===== src/rtl/cp0_pkg.sv =====
// Shared definitions for the coprocessor-0 / exception unit.
//   mode_t       : processor mode state (USER, HANDLER, HALT)
//   CAUSE_*      : 3-bit exception cause codes held in the Cause register
//   C0_*         : CP0 register select values (instruction rd field)
package cp0_pkg;

  typedef enum logic [1:0] {
    USER    = 2'd0,
    HANDLER = 2'd1,
    HALT    = 2'd2
  } mode_t;

  localparam logic [2:0] CAUSE_NONE = 3'd0;
  localparam logic [2:0] CAUSE_OVF  = 3'd1;
  localparam logic [2:0] CAUSE_PRIV = 3'd2;
  localparam logic [2:0] CAUSE_ILL  = 3'd3;
  localparam logic [2:0] CAUSE_IRQ  = 3'd4;

  localparam logic [4:0] C0_COUNT  = 5'd9;
  localparam logic [4:0] C0_STATUS = 5'd12;
  localparam logic [4:0] C0_CAUSE  = 5'd13;
  localparam logic [4:0] C0_EPC    = 5'd14;

endpackage


===== src/rtl/cp0_unit_sync2.sv =====
// Two-flop synchroniser for a single asynchronous level signal.
//   clk   : destination clock
//   rst_n : asynchronous active-low reset, clears both flops
//   d     : asynchronous input
//   q     : synchronised output (two destination clocks of latency)
module sync2 (
  input  logic clk,
  input  logic rst_n,
  input  logic d,
  output logic q
);

  logic meta;

  always_ff @(posedge clk or negedge rst_n) begin
    if (!rst_n) begin
      meta <= 1'b0;
      q    <= 1'b0;
    end else begin
      // NOTE: non-blocking assignments make both flops sample old values,
      // giving a true two-stage chain rather than a single wire.
      meta <= d;
      q    <= meta;
    end
  end

endmodule


===== src/rtl/cp0_unit.sv =====
// Coprocessor-0 / exception unit.
// Holds Status.IE, Cause, EPC and a saturating exception counter, runs the
// USER/HANDLER/HALT mode machine and drives PC redirect / kill signals for
// the single-cycle datapath.
// Ports:
//   clk, reset             : clock, asynchronous active-low reset
//   pc                     : address of the executing instruction
//   int_cause, cause_write : decoder exception cause and request
//   exit_kernel, write_c0  : exk and movc0 instructions
//   c0_sel, wd             : CP0 register select and movc0 write data
//   irq                    : asynchronous external interrupt (level)
//   rdata                  : CP0 register read data (combinational)
//   kernel_mode            : 1 in USER mode (privileged ops trap)
//   exc_redirect           : take exception now, next PC = VECTOR
//   eret_redirect          : leave handler now, next PC = EPC
//   redirect_pc            : VECTOR or EPC
//   instr_kill             : suppress writes of the current instruction
//   halt                   : double fault, core stops fetching
module cp0_unit
  import cp0_pkg::*;
#(
  parameter int               WIDTH  = 32,
  parameter logic [WIDTH-1:0] VECTOR = WIDTH'(32'h0000_0180),
  parameter int               CNT_W  = 8
) (
  input  logic             clk,
  input  logic             reset,
  input  logic [WIDTH-1:0] pc,
  input  logic [2:0]       int_cause,
  input  logic             cause_write,
  input  logic             exit_kernel,
  input  logic             write_c0,
  input  logic [4:0]       c0_sel,
  input  logic [WIDTH-1:0] wd,
  input  logic             irq,
  output logic [WIDTH-1:0] rdata,
  output logic             kernel_mode,
  output logic             exc_redirect,
  output logic             eret_redirect,
  output logic [WIDTH-1:0] redirect_pc,
  output logic             instr_kill,
  output logic             halt
);

  mode_t            state;
  logic             ie;
  logic [2:0]       cause;
  logic [WIDTH-1:0] epc;
  logic [CNT_W-1:0] count;
  logic [CNT_W-1:0] count_next;
  logic             irq_s;
  logic             irq_req;
  logic             exc_req;
  logic [2:0]       eff_cause;

  sync2 u_irq_sync (
    .clk   (clk),
    .rst_n (reset),
    .d     (irq),
    .q     (irq_s)
  );

  // A decoder exception always wins over the interrupt; the interrupt is
  // only taken from user mode with IE set.
  assign irq_req   = irq_s & ie & (state == USER) & ~cause_write;
  assign exc_req   = cause_write | irq_req;
  assign eff_cause = cause_write ? int_cause : CAUSE_IRQ;
  assign count_next = (count == '1) ? count : count + CNT_W'(1);

  assign kernel_mode   = (state == USER);
  assign exc_redirect  = exc_req & (state != HALT);
  assign eret_redirect = exit_kernel & (state == HANDLER) & ~exc_req;
  assign redirect_pc   = exc_redirect ? VECTOR : epc;
  assign instr_kill    = exc_redirect | halt;

  always_comb begin
    // NOTE: default assignment first so no select path leaves rdata
    // unassigned, which would otherwise infer a latch.
    rdata = '0;
    case (c0_sel)
      C0_STATUS: begin
        rdata[0] = (state == USER);
        rdata[1] = ie;
      end
      C0_CAUSE: begin
        rdata[2:0]       = cause;
        rdata[WIDTH-1]   = irq_s;
      end
      C0_EPC:   rdata = epc;
      C0_COUNT: rdata = WIDTH'(count);
      default:  rdata = '0;
    endcase
  end

  always_ff @(posedge clk or negedge reset) begin
    if (!reset) begin
      state <= HANDLER;
      ie    <= 1'b0;
      cause <= CAUSE_NONE;
      epc   <= '0;
      count <= '0;
      halt  <= 1'b0;
    end else begin
      case (state)
        USER: begin
          // exit_kernel and write_c0 arriving here without an exception
          // are not legal in user mode and are ignored.
          if (exc_req) begin
            state <= HANDLER;
            epc   <= pc;
            cause <= eff_cause;
            count <= count_next;
          end
        end
        HANDLER: begin
          if (exc_req) begin
            // Fault inside the handler: keep EPC pointing at the original
            // faulting instruction and stop for good.
            state <= HALT;
            cause <= eff_cause;
            count <= count_next;
            halt  <= 1'b1;
          end else begin
            if (exit_kernel) state <= USER;
            if (write_c0) begin
              case (c0_sel)
                C0_STATUS: ie  <= wd[1];
                C0_EPC:    epc <= wd;
                default:   ;
              endcase
            end
          end
        end
        default: ; // HALT is absorbing until reset
      endcase
    end
  end

endmodule


===== config.mk =====
export PLATFORM = sky130hd
export DESIGN_NAME = cp0_unit
export DESIGN_NICKNAME = d
export VERILOG_FILES = /design/src/rtl/cp0_pkg.sv /design/src/rtl/cp0_unit_sync2.sv /design/src/rtl/cp0_unit.sv
export SDC_FILE = /design/constraint.sdc
export NUM_CORES = 1
export LEC_CHECK = 0
export BUFFER_PORTS_ARGS = -buffer_cell sky130_fd_sc_hd__buf_2
export CORE_MARGIN = 2
export CORE_UTILIZATION = 50
export CTS_CLUSTER_DIAMETER = 60
export DETAILED_ROUTE_END_ITERATION = 8
export HOLD_SLACK_MARGIN = 0.03
export MAX_ROUTING_LAYER = met4
export PLACE_DENSITY = 0.86
export SETUP_SLACK_MARGIN = 0.3
export SYNTH_ARGS = -nofsm -noshare
export SYNTH_HDL_FRONTEND = slang
export SYNTH_SLANG_ARGS = --single-unit

===== constraint.sdc =====
create_clock -name clk -period 5.25 [get_ports clk]
set_input_delay 0.525 -clock clk [delete_from_list [all_inputs] [get_ports clk]]
set_output_delay 0.525 -clock clk [all_outputs]
set_load 0.01 [all_outputs]

# After elaboration in Yosys (flattened, before gate mapping)
# Cells that the tools add are included.
# word_totals
reg_bits,49
inputBits,78
# classes
add_sub_neg,1
n_eq_ne,12
mux,15
bitwise_logic,11
n_reduce_logical,9
# op_table
op,n
32-bit 2-to-1 mux,5
32-bit one-hot mux with 2 select lines,1
28-bit one-hot mux with 2 select lines,1
5-bit by 4-bit equality test with 1-bit output (second input constant),4
8-bit by 1-bit adder with 8-bit output (second input constant),1
8-bit equality test (second input constant),1
2-bit one-hot mux with 4 select lines,1
1-bit AND,6
2-bit 2-to-1 mux,3
2-bit != test (second input constant),3
3-bit AND reduction,2
5-bit AND reduction,1
2-bit by 1-bit != test with 1-bit output (second input constant),2
2-bit one-hot mux with 2 select lines,1
2-bit AND reduction,2
4-bit AND reduction,1
3-bit 2-to-1 mux,1
3-bit != test (second input constant),1
1-bit NOT,3
1-bit one-hot mux with 3 select lines,1
2-bit by 1-bit equality test with 1-bit output (second input constant),1
2-bit zero test,1
1-bit OR,2
1-bit one-hot mux with 2 select lines,1
other kinds (2),2

# Longest topological paths before layout
# Gate-level depths: netlist (run 1).
# logic_depth
depth_word,6
ltp_mapped,6

# By module
# From an unflattened synthesis (run 1), not the netlist that was laid out.
# unflattened
cells_unflattened,298
area_unflattened_um2,2807.7
# modules_own_cells
module,n_inst,cells_per_inst,area_per_inst_um2,seq_area_each_um2
cp0_unit,1,296,2757.6,1177.4
sync2,1,2,50.0,50.0

# Worst setup path before layout (run 1)
# No wires, ideal clock.
# synth_path
path_kind,in2out
start,input c0_sel[3]
end,output rdata[1]
arrival_ns,1.512
required_ns,4.725
setup_slack_ns,3.213
path_stages,5
n_path_buf,1
cell_sequence,nand2_1 nor4b_4 clkbuf_1 a22oi_1 nand2_1
# synth_between
elab_chain_len,2
elab_cells_between_ends,5
classes_between,4 x eq/ne; 1 x mux
# synth_lines
item,line_no,rtl
from (decl),cp0_unit.sv:33,"input logic [4:0] c0_sel,"
5-bit by 4-bit equality test with 1-bit output,cp0_unit.sv:80,case (c0_sel)
2-bit one-hot mux with 4 select lines (*),cp0_unit.sv:80,
to (decl),cp0_unit.sv:36,"output logic [WIDTH-1:0] rdata,"
# Mark *: on every way between the ends. The rest lies on a longest branch, timed or not.

# Worst setup path after layout (run 1)
# layout_path
start,register state[0]
end,output redirect_pc[5]
# layout_between
elab_chain_len,6
elab_cells_between_ends,7
classes_between,1 x eq/ne; 1 x mux; 4 x bitwise; 1 x reduce/logical
# layout_lines
item,line_no,rtl
from (decl),cp0_unit.sv:45,mode_t state;
from (signal assigned),cp0_unit.sv:97,state <= HANDLER;
from (signal assigned),cp0_unit.sv:109,state <= HANDLER;
from (signal assigned),cp0_unit.sv:119,state <= HALT;
2-bit zero test,cp0_unit.sv:65,assign irq_req = irq_s & ie & (state == USER) & ~cause_write;
1-bit AND (2 in series),cp0_unit.sv:65,
1-bit OR,cp0_unit.sv:66,assign exc_req = cause_write | irq_req;
1-bit AND (*),cp0_unit.sv:71,assign exc_redirect = exc_req & (state != HALT);
32-bit 2-to-1 mux (*),cp0_unit.sv:73,assign redirect_pc = exc_redirect ? VECTOR : epc;
to (decl),cp0_unit.sv:40,"output logic [WIDTH-1:0] redirect_pc,"
# Marks and branches as above.

==> reports/metrics.yaml, run 1 <==
area_growth_pct: 27.2
vias_per_cell: 5.23
ys_seq_area_frac: 0.406
synth-xor-area-share: 0.0116
cts.clk_slew.worst_paths_ps: 80
whs_path_depth: 1
grt_max_degree: 50
cts_tree: "yes"
syn_nets: 337
critPathRequiredTime_ps: 4720
cts.sinks: 49
cts_max_level: 2
syn_area_um2: 3020
finalSetupViolCount: 0
p_sw_mw: 0.177
io_pins: 147
status: "finished, final reports clean"
start_util: 0.513
synthAdderAreaFrac: 0.00414
die_w_um: 81.7
ant_nets: 0
cts_root_buffer: "clkbuf_8"
synth_top_family_by_area: "multiplexers"
final_cell_area_um2: 3840
final_util: 0.653
p_comb_frac: 0.157
grt.overflow.total: 0
nFillCells: 504
dpl.hpwl_mm: 5.35
num_vias: 2478
fin_worst_skew_ps: 8.97
cts_buffers: 5
drc: 0
final.setup.tns_ps: 0
cp-end-kind: "output pin"
pwr_density_cell_nw_per_um2: 190
worstPathMaxFanout: 34
synthTopCellsByArea: "dfrtp_1 (40%), mux2_4 (15%), mux2_2 (15%)"
die-area_um2: 6680
coreArea_um2: 5890
p_sw_frac: 0.243
postPlaceCellArea_um2: 3760
final-hold-violation-count: 0
grt_use_total: 0.228
die-height_um: 81.7
max_freq_ghz: 0.346
clk_latency_ps: 290
gp_congestion: 0.831
port_buffers: 146
period_share: 0.550
final_nets: 477
yosys.area.top_type: "dfrtp_1"
drive_above_1_share: 0.571
yosys.area_share.simple: 0.182
synth_top_area_frac: 0.398
synth-seq-cells: 49
leakage_nw: 2.06
wire_per_inst_um: 15.4
firstDrtPassIters: 4
synth_compound_area_frac: 0.0576
intPower_mw: 0.551
ys.flop_type: "dfrtp_1"
synthArstFlopShare: 1.00
cp.arrival_ps: 2360
maxSlewViolCount: 0
max_slew_margin: 0.229
synth_mux_area_frac: 0.294
synth_area_per_cell_um2: 11.7
reg2reg_depth: 3
drv_cap: 0
postRouteWirelength_mm: 7.29
min_path_type: "in -> reg"
antenna_found_initial: 0
power_frac_clock: 0.288
grt_pass1_vias: 2448
seq_power_share: 0.555
synth-warning-count: 0
post_cts_resized: 0
synthCells: 258
worst_pin_slew_ps: 1160
peakVddDrop_v: 0.000109
period_minus_slack_ps: 2890
rsz0062_at_grt: "false"
worst_setup_path_start_kind: "flip-flop"
first_iter_violations: 90
synth_cell_types: 35
crit_type: "reg -> out"
postCtsSetupRepairBufs: 0
rows: 28
diodes: 0
cts_hold_buf: 0
synth_edf_count: 0
grt_first_pass_wirelength_mm: 11.4
cts_buffer_depth: 2
[critical path, stage by stage, from the launching register on]
cell and delay (ps):
dfstp_2 600, and3b_1 230, o22ai_2 850, and2_1 240, buf_2 140
[logic make-up (layout without fill, tap and decap cells)]
family / after synthesis / after routing
muxes: 69 / 69
xor gates and xnor gates: 4 / 4
adders and majority gates: 1 / 1
buffers and inverters: 21 / 162
DFF: 49 / 49
AOI/OAI and AO/OA: 21 / 21
and+or+nand+nor: 93 / 93
[cell usage after synthesis (all sizes together), types with 2 or more instances]
| cell | instances |
|---|---|
| o21ai | 2 |
| clkbuf | 7 |
| dfrtp | 48 |
| nand2b | 5 |
| and2 | 53 |
| nand3 | 3 |
| nor3 | 4 |
| mux2 | 69 |
| nand2 | 11 |
| inv | 7 |
| nor2 | 7 |
| a22oi | 6 |
| xnor2 | 2 |
| xor2 | 2 |
| buf | 7 |
| nand4 | 2 |
| a22o | 8 |
[area by class of cell]
type / count / area (um2) / share of cell area
clock buffers: 7 / 76.3 / 0.0199
clock inverters: 1 / 5.00 / 0.00130
inverters: 7 / 26.3 / 0.00684
multi-input cells: 188 / 1680 / 0.436
flip-flops and latches: 49 / 1230 / 0.319
well taps: 75 / 93.8 / 0.0244
repair buffers: 147 / 738 / 0.192
[cells in the final DEF, fill, tap and decap left out, drive strengths merged, types with 2 or more instances in the layout]
master,count
inv,7
xor2,2
xnor2,2
o21ai,2
clkbuf,7
nand2b,5
and2,53
nand2,11
mux2,69
buf,147
a22o,8
dfrtp,48
nor2,7
nand4,2
nand3,3
nor3,4
a22oi,6
[power by group through the flow]
| stage | combinational [mW] | sequential, mW | clock [mW] |
|---|---|---|---|
| after CTS | 0.116 | 0.404 | 0.217 |
| after global routing | 0.126 | 0.407 | 0.235 |
| after floorplan | 0.0574 | 0.407 | 0 |
| final | 0.114 | 0.404 | 0.210 |
| after detailed placement | 0.115 | 0.411 | 0 |
| after global placement | 0.111 | 0.411 | 0 |
[per-stage QoR]
stage / std cells / power, mW / hold slack (ps) / setup WS (ps)
2_1_floorplan: 258 / 0.464 / 229 / 3210
4_1_cts: 474 / 0.737 / 325 / 2310
3_5_place_dp: 466 / 0.526 / 337 / 2500
6_report: 474 / 0.728 / 336 / 2360
3_3_place_gp: 466 / 0.522 / 336 / 2630
5_1_grt: 474 / 0.768 / 319 / 2130
[registers in the layout, summed over array words and instances, names as in the netlist]
| name | count |
|---|---|
| u_irq_sync.meta | 1 |
| ie | 1 |
| u_irq_sync.q | 1 |
| count | 8 |
| cause | 3 |
| halt | 1 |
| state | 2 |
| epc | 32 |
[worst paths after layout]
path                                 startpoint              end  slack [ps]
worst max-delay path                   state[0]   redirect_pc[5]        2360
worst min-delay path                        irq  u_irq_sync.meta         340
worst max register to register         state[0]          epc[19]        2530
worst min register to register  u_irq_sync.meta     u_irq_sync.q         350
max in group asynchronous                 reset          epc[15]        4170
min in group asynchronous                 reset               ie         420
[metal layers]
layer	GRT usage	routed length [um]
met1	0.272	3080
met2	0.397	3780
met3	0.0352	351
met4	0.0683	82
met5	-	0
No activity file was read; power rests on OpenSTA's default activity.
==> run 2: changes to the inputs <==
--- a/config.mk
+++ b/config.mk
@@ -5,14 +5,15 @@
 export SDC_FILE = /design/constraint.sdc
 export NUM_CORES = 1
 export LEC_CHECK = 0
+export ABC_AREA = 1
 export BUFFER_PORTS_ARGS = -buffer_cell sky130_fd_sc_hd__buf_2
 export CORE_MARGIN = 2
-export CORE_UTILIZATION = 50
+export CORE_UTILIZATION = 47
 export CTS_CLUSTER_DIAMETER = 60
 export DETAILED_ROUTE_END_ITERATION = 8
 export HOLD_SLACK_MARGIN = 0.03
 export MAX_ROUTING_LAYER = met4
-export PLACE_DENSITY = 0.86
+export PLACE_DENSITY = 0.81
 export SETUP_SLACK_MARGIN = 0.3
 export SYNTH_ARGS = -nofsm -noshare
 export SYNTH_HDL_FRONTEND = slang
==> constraint.sdc (replaced) <==
create_clock -name clk -period 2.9 [get_ports clk]
set_input_delay 0.29 -clock clk [delete_from_list [all_inputs] [get_ports clk]]
set_output_delay 0.29 -clock clk [all_outputs]
set_load 0.01 [all_outputs]
==> run 2 against run 1 <==
Against the previous run:
- global-route usage increased by 1.9 points
- first-iteration DRC count increased by 99%
- highest routed layer unchanged
- die area increased by 7.1%
- via count increased by 37%
- worst setup slack got worse by 1800 ps
- wire length increased by 17%
- cell count increased by 47%
- cell area increased by 1.3%
- clock skew decreased by 1.7 ps
- total power increased by 79%
- sequential share of layout area decreased by 0.41 points
==> reports/metrics.yaml, run 2 <==
cp-end-kind: "output pin"
num_vias: 3403  # +37%
firstDrtPassIters: 4  # unchanged
diodes: 0  # unchanged
postPlaceCellArea_um2: 3780  # +0.40%
whs_path_depth: 1  # unchanged
largest_register_ff_count: 32  # unchanged
port_buffers: 146  # unchanged
place_ws_ps: 813  # -1690 ps
grt_max_degree: 50  # unchanged
netlist_top_cells_count: "nand2_1 (216), nor2_1 (63), inv_1 (55), dfrtp_1 (48), nand3_1 (46)"
rows: 29  # +3.6%
wire_per_inst_um: 12.3  # -20%
grt_pass1_vias: 3227  # +32%
antenna_found_initial: 0  # unchanged
postCtsSetupRepairBufs: 0  # unchanged
area_growth_pct: 27.6
drc: 0  # unchanged
slowest_stage: "dfstp_2"
leakage_nw: 2.32  # +12%
synth_area_per_cell_um2: 6.31  # -46%
status: "finished, final reports clean"
instances_no_fill: 696  # +47%
layout_commonest_cell: "nand2_1"
crit_family: "flip-flops"
ys_seq_area_frac: 0.402  # -0.00400
r2r_end: "epc[31]"
holdWs_ps: 103  # -232 ps
max_freq_ghz: 0.420
ant_nets: 0  # unchanged
start_util: 0.483  # -0.0300
min_path_type: "in -> reg"
cts_buffer_depth: 2  # unchanged
gp_congestion: 0.864  # +3.9%
worstPathMaxFanout: 31  # -8.8%
period_minus_slack_ps: 2380
cts_hold_buf: 0  # unchanged
io_pins: 147  # unchanged
pwr_density_cell_nw_per_um2: 335  # +77%
cpMostUsedCell: "nand2_2"
yosys.area.top_type: "dfrtp_1"
synthArstFlopShare: 1.00  # unchanged
cts_max_level: 2  # unchanged
path_buf_inv: 2  # +1
layout_common_cells: "nand2_1 (216), buf_2 (146), nor2_1 (63)"
yosysMostFrequentCell: "nand2_1"
synth-warning-count: 0  # unchanged
final_cell_area_um2: 3890  # +1.3%
slowest_delay_ps: 600  # -250 ps
max_slew_margin: 0.284  # +0.0548
r2r_start: "state[0]"
peakVddDrop_v: 0.000188  # +73%
rsz0062_at_grt: "false"
synth_edf_count: 0  # unchanged
hp-start: "irq"
crit_type: "reg -> out"
worst_setup_path_start_kind: "flip-flop"
dpl.hpwl_mm: 6.27  # +17%
grt_use_total: 0.246  # +0.0188
cts_root_buffer: "clkbuf_8"
cts.clk_slew.worst_paths_ps: 90  # about the same
first_iter_violations: 179  # +99%
biggestRegsByFlops: "epc (32), count (8), cause (3)"
die-area_um2: 7150  # +7.1%
final.setup.tns_ps: 0  # unchanged
cp_cell_sequence: "nor2_2, nand2_2, nand2_2, a21oi_2, inv_2, nor2_1, buf_2"
placed_cells: 688  # +48%
synth-seq-cells: 49  # unchanged
setup_ws_ps: 520  # -1840 ps
worst_pin_slew_ps: 1070  # -82.2 ps
synthTopCellsByArea: "dfrtp_1 (39%), nand2_1 (27%), nor2_1 (7.7%)"
clk_latency_ps: 300  # about the same
drv_cap: 0  # unchanged
grt.overflow.total: 0  # unchanged
fin_worst_skew_ps: 7.31  # -1.66 ps
coreArea_um2: 6310  # +7.3%
finalSetupViolCount: 0  # unchanged
synth_cell_types: 25  # -29%
synth_top_area_frac: 0.394  # -0.00391
period_share: 0.821
drive_above_1_share: 0.270  # -0.302
reg2reg_depth: 7  # +4
ys.flop_type: "dfrtp_1"
rrSetupSlack_ps: 800  # -1730 ps
cp.arrival_ps: 2090  # -270 ps
min_to: "u_irq_sync.meta"
postRouteWirelength_mm: 8.56  # +17%
synthCells: 484  # +88%
syn_area_um2: 3050  # +0.99%
largest-register: "epc"
maxSlewViolCount: 0  # unchanged
die-height_um: 84.6  # +3.5%
vias_per_cell: 4.89  # -6.5%
final_nets: 697  # +46%
cts_tree: "yes"
final-hold-violation-count: 0  # unchanged
grt_first_pass_wirelength_mm: 14.0  # +23%
post_cts_resized: 0  # unchanged
syn_nets: 563  # +67%
critPathRequiredTime_ps: 2610  # -2110 ps
cts.sinks: 49  # unchanged
die_w_um: 84.6  # +3.5%
cts_buffers: 5  # unchanged
[run 2: layout make-up]
cell class	instances	area, um2
tap	77	96.3
multi-input combinational	356	1490
clock buffer	7	86.3
fill	659	2420
timing repair buffer	149	753
sequential	49	1230
inverter	57	214
clock inverter	1	30.0
[run 2: metrics by stage]
stage | utilization | power [mW]
floorplan | - | 0.742
global placement | 0.598 | 0.813
detailed placement | 0.598 | 0.815
CTS | 0.617 | 1.32
global route | 0.617 | 1.36
finish | 0.617 | 1.31
[run 2: routing by layer]
metal  vias to the layer above  track usage  wire length (um)
li1                       1725            -                 -
met1                      1542        0.301              3700
met2                       113        0.412              4120
met3                        23       0.0305               507
met4                         0        0.105               223
met5                         -            -                 0
[run 2: worst max path at each step]
stage,slack [ps],end,depth (start not counted),start
finish,520,redirect_pc[1],7,state[0]
global route,360,redirect_pc[31],7,state[0]
CTS,510,redirect_pc[31],7,state[0]
detailed placement,810,rdata[31],7,c0_sel[4]
global placement,840,rdata[31],7,c0_sel[4]
floorplan,1250,redirect_pc[22],7,state[0]
[run 2: where the power goes]
part           internal [mW]  total, mW  leakage (nW)  switching (mW)
Sequential             0.684      0.685         0.656        0.000789
Combinational         0.0521      0.115          1.60          0.0632
Clock                  0.281      0.505        0.0585           0.224
[run 2: cells by family after synthesis]
| group | Yosys count | share of synthesized area |
|---|---|---|
| AOI/OAI and AO/OA | 17 | 0.0344 |
| xor gates and xnor gates | 4 | 0.0115 |
| adders and majority gates | 1 | 0.00410 |
| buffers and inverters | 79 | 0.111 |
| DFF | 49 | 0.402 |
| and+or+nand+nor | 334 | 0.437 |
==> run 3: changes to the inputs <==
==> constraint.sdc (replaced) <==
create_clock -name clk -period 2.5 [get_ports clk]
set_input_delay 0.25 -clock clk [delete_from_list [all_inputs] [get_ports clk]]
set_output_delay 0.25 -clock clk [all_outputs]
set_load 0.01 [all_outputs]
==> run 3 against run 2 <==
Against the previous run:
- largest power group unchanged
- count of clock-buffer cells in the layout down 1
- utilization up 0.87 points
- highest routed layer unchanged
- via count up 2.2%
==> reports/metrics.yaml, run 3 (synthesized netlist as in run 2, its figures left out) <==
reg2reg_depth: 6  # -1
power_mw: 1.50  # +15%
layout_commonest_cell: "nand2_1"
clk_latency_ps: 300  # about the same
worst_pin_slew_ps: 596  # -478 ps
vias_per_cell: 4.96  # +1.4%
grt.overflow.total: 0  # unchanged
grt_max_degree: 34  # -32%
holdWs_ps: 60.6  # -42.8 ps
largest-register: "epc"
layout_common_cells: "nand2_1 (216), buf_2 (146), nor2_1 (63)"
fin_worst_skew_ps: 6.17  # -1.14 ps
slowest_delay_ps: 610  # about the same
max_slew_margin: 0.602  # +0.317
place_ws_ps: 607  # -206 ps
p_sw_mw: 0.345  # +20%
grt_pass1_vias: 3172  # -1.7%
cp.arrival_ps: 1800  # -290 ps
antenna_found_initial: 0  # unchanged
final_cell_area_um2: 3950  # +1.4%
nFillCells: 595  # -9.7%
biggestRegsByFlops: "epc (32), count (8), cause (3)"
path_buf_inv: 2  # unchanged
p_sw_frac: 0.229  # +0.00866
period_share: 0.820
r2r_end: "epc[30]"
coreArea_um2: 6310  # unchanged
r2r_start: "state[0]"
finalSetupViolCount: 0  # unchanged
final.setup.tns_ps: 0  # unchanged
leakage_nw: 2.34  # +1.2%
crit_cells: 7  # unchanged
hp-start: "irq"
placed_cells: 691  # +0.44%
intPower_mw: 1.16  # +14%
final_nets: 703  # +0.86%
slowest_stage: "dfstp_2"
max_freq_ghz: 0.488
largest_register_ff_count: 32  # unchanged
die_w_um: 84.6  # unchanged
cts_tree: "yes"
port_buffers: 146  # unchanged
diodes: 0  # unchanged
cts_buffers: 5  # unchanged
die-area_um2: 7150  # unchanged
drv_cap: 0  # unchanged
postPlaceCellArea_um2: 3800  # +0.60%
die-height_um: 84.6  # unchanged
dpl.hpwl_mm: 6.34  # +1.1%
cp-end-kind: "output pin"
rsz0062_at_grt: "false"
cts.sinks: 49  # unchanged
cts_max_level: 2  # unchanged
min_path_type: "in -> reg"
rrSetupSlack_ps: 690  # -110 ps
cts.clk_slew.worst_paths_ps: 90  # about the same
num_vias: 3479  # +2.2%
crit_type: "reg -> out"
status: "finished, final reports clean"
final_util: 0.625  # +0.00872
cts_root_buffer: "clkbuf_8"
wire_per_inst_um: 12.4  # +0.48%
crit_end: "redirect_pc[18]"
final-hold-violation-count: 0  # unchanged
first_iter_violations: 154  # -14%
crit_family: "flip-flops"
instances_no_fill: 702  # +0.86%
seq_power_share: 0.528  # +0.003
crit_start: "state[0]"
critPathRequiredTime_ps: 2250  # -360 ps
start_util: 0.483  # unchanged
worst_setup_path_start_kind: "flip-flop"
cp_cell_sequence: "nor2_2, nand2_2, nand2_2, a21oi_4, inv_6, nor2_1, buf_2"
pwr_density_cell_nw_per_um2: 381  # +14%
gp_congestion: 0.862  # -0.16%
period_minus_slack_ps: 2050
grt_use_total: 0.247  # +0.000694
power_frac_clock: 0.379  # -0.008
rows: 29  # unchanged
cts_buffer_depth: 2  # unchanged
seqCellArea_um2: 1230  # unchanged
firstDrtPassIters: 4  # unchanged
multi_input_area_um2: 1490  # +0.51%
postRouteWirelength_mm: 8.67  # +1.3%
area_growth_pct: 29.4
drive_above_1_share: 0.275  # +0.00541
io_pins: 147  # unchanged
peakVddDrop_v: 0.000254  # +35%
p_comb_frac: 0.094  # +0.006
grt_first_pass_wirelength_mm: 14.0  # unchanged
cpMostUsedCell: "nand2_2"
maxSlewViolCount: 0  # unchanged
worstPathMaxFanout: 31  # unchanged
drc: 0  # unchanged
ant_nets: 0  # unchanged
setup_ws_ps: 450  # -70.1 ps
==> run 3: cell count changes in the layout (fill, tap and decap cells not counted), sizes merged <==
cell	previous run	this run
dlygate4sd3	0	1
clkinv	0	1
buf	149	154
clkbuf	7	6
==> run 3: power groups by stage <==
stage	clock (mW)	sequential, mW	combinational, mW
final	0.570	0.794	0.141
after global routing	0.610	0.795	0.159
after CTS	0.580	0.794	0.138
after detailed placement	0	0.810	0.136
after global placement	0	0.810	0.132
after floorplan	0	0.810	0.0511
==> run 3: worst min-delay path by stage <==
stage | endpoint | slack (ps) | depth (start not counted)
after global routing | u_irq_sync.meta | 40 | 1
after CTS | u_irq_sync.meta | 60 | 1
after global placement | epc[5] | 260 | 1
final | u_irq_sync.meta | 60 | 1
after floorplan | cause[0] | -50 | 0
after detailed placement | epc[5] | 280 | 1
==> run 3: per-layer routing <==
| layer | routed length, um | global-route usage | vias to the layer above |
|---|---|---|---|
| met1 | 3730 | 0.308 | 1602 |
| met4 | 119 | 0.0664 | 0 |
| met5 | 0 | - | - |
| met3 | 639 | 0.0580 | 11 |
| li1 | - | - | 1737 |
| met2 | 4190 | 0.405 | 129 |
==> run 3: cell type report <==
type / instances / area share
Sequential cell: 49 / 0.311
Multi-Input combinational cell: 356 / 0.378
Tap cell: 77 / 0.0244
Timing Repair Buffer: 155 / 0.203
Clock buffer: 6 / 0.0184
Inverter: 57 / 0.0555
Clock inverter: 2 / 0.00983
==> run 3: what timing repair did <==
| action | 4_1_cts | 5_1_grt |
|---|---|---|
| buffers inserted | 0 | 2 |
| setup endpoints to repair | 30 | 31 |
| gates resized for setup | 1 | 2 |
| hold buffers | 1 | 0 |
| endpoints found under the hold margin | 21 | 0 |
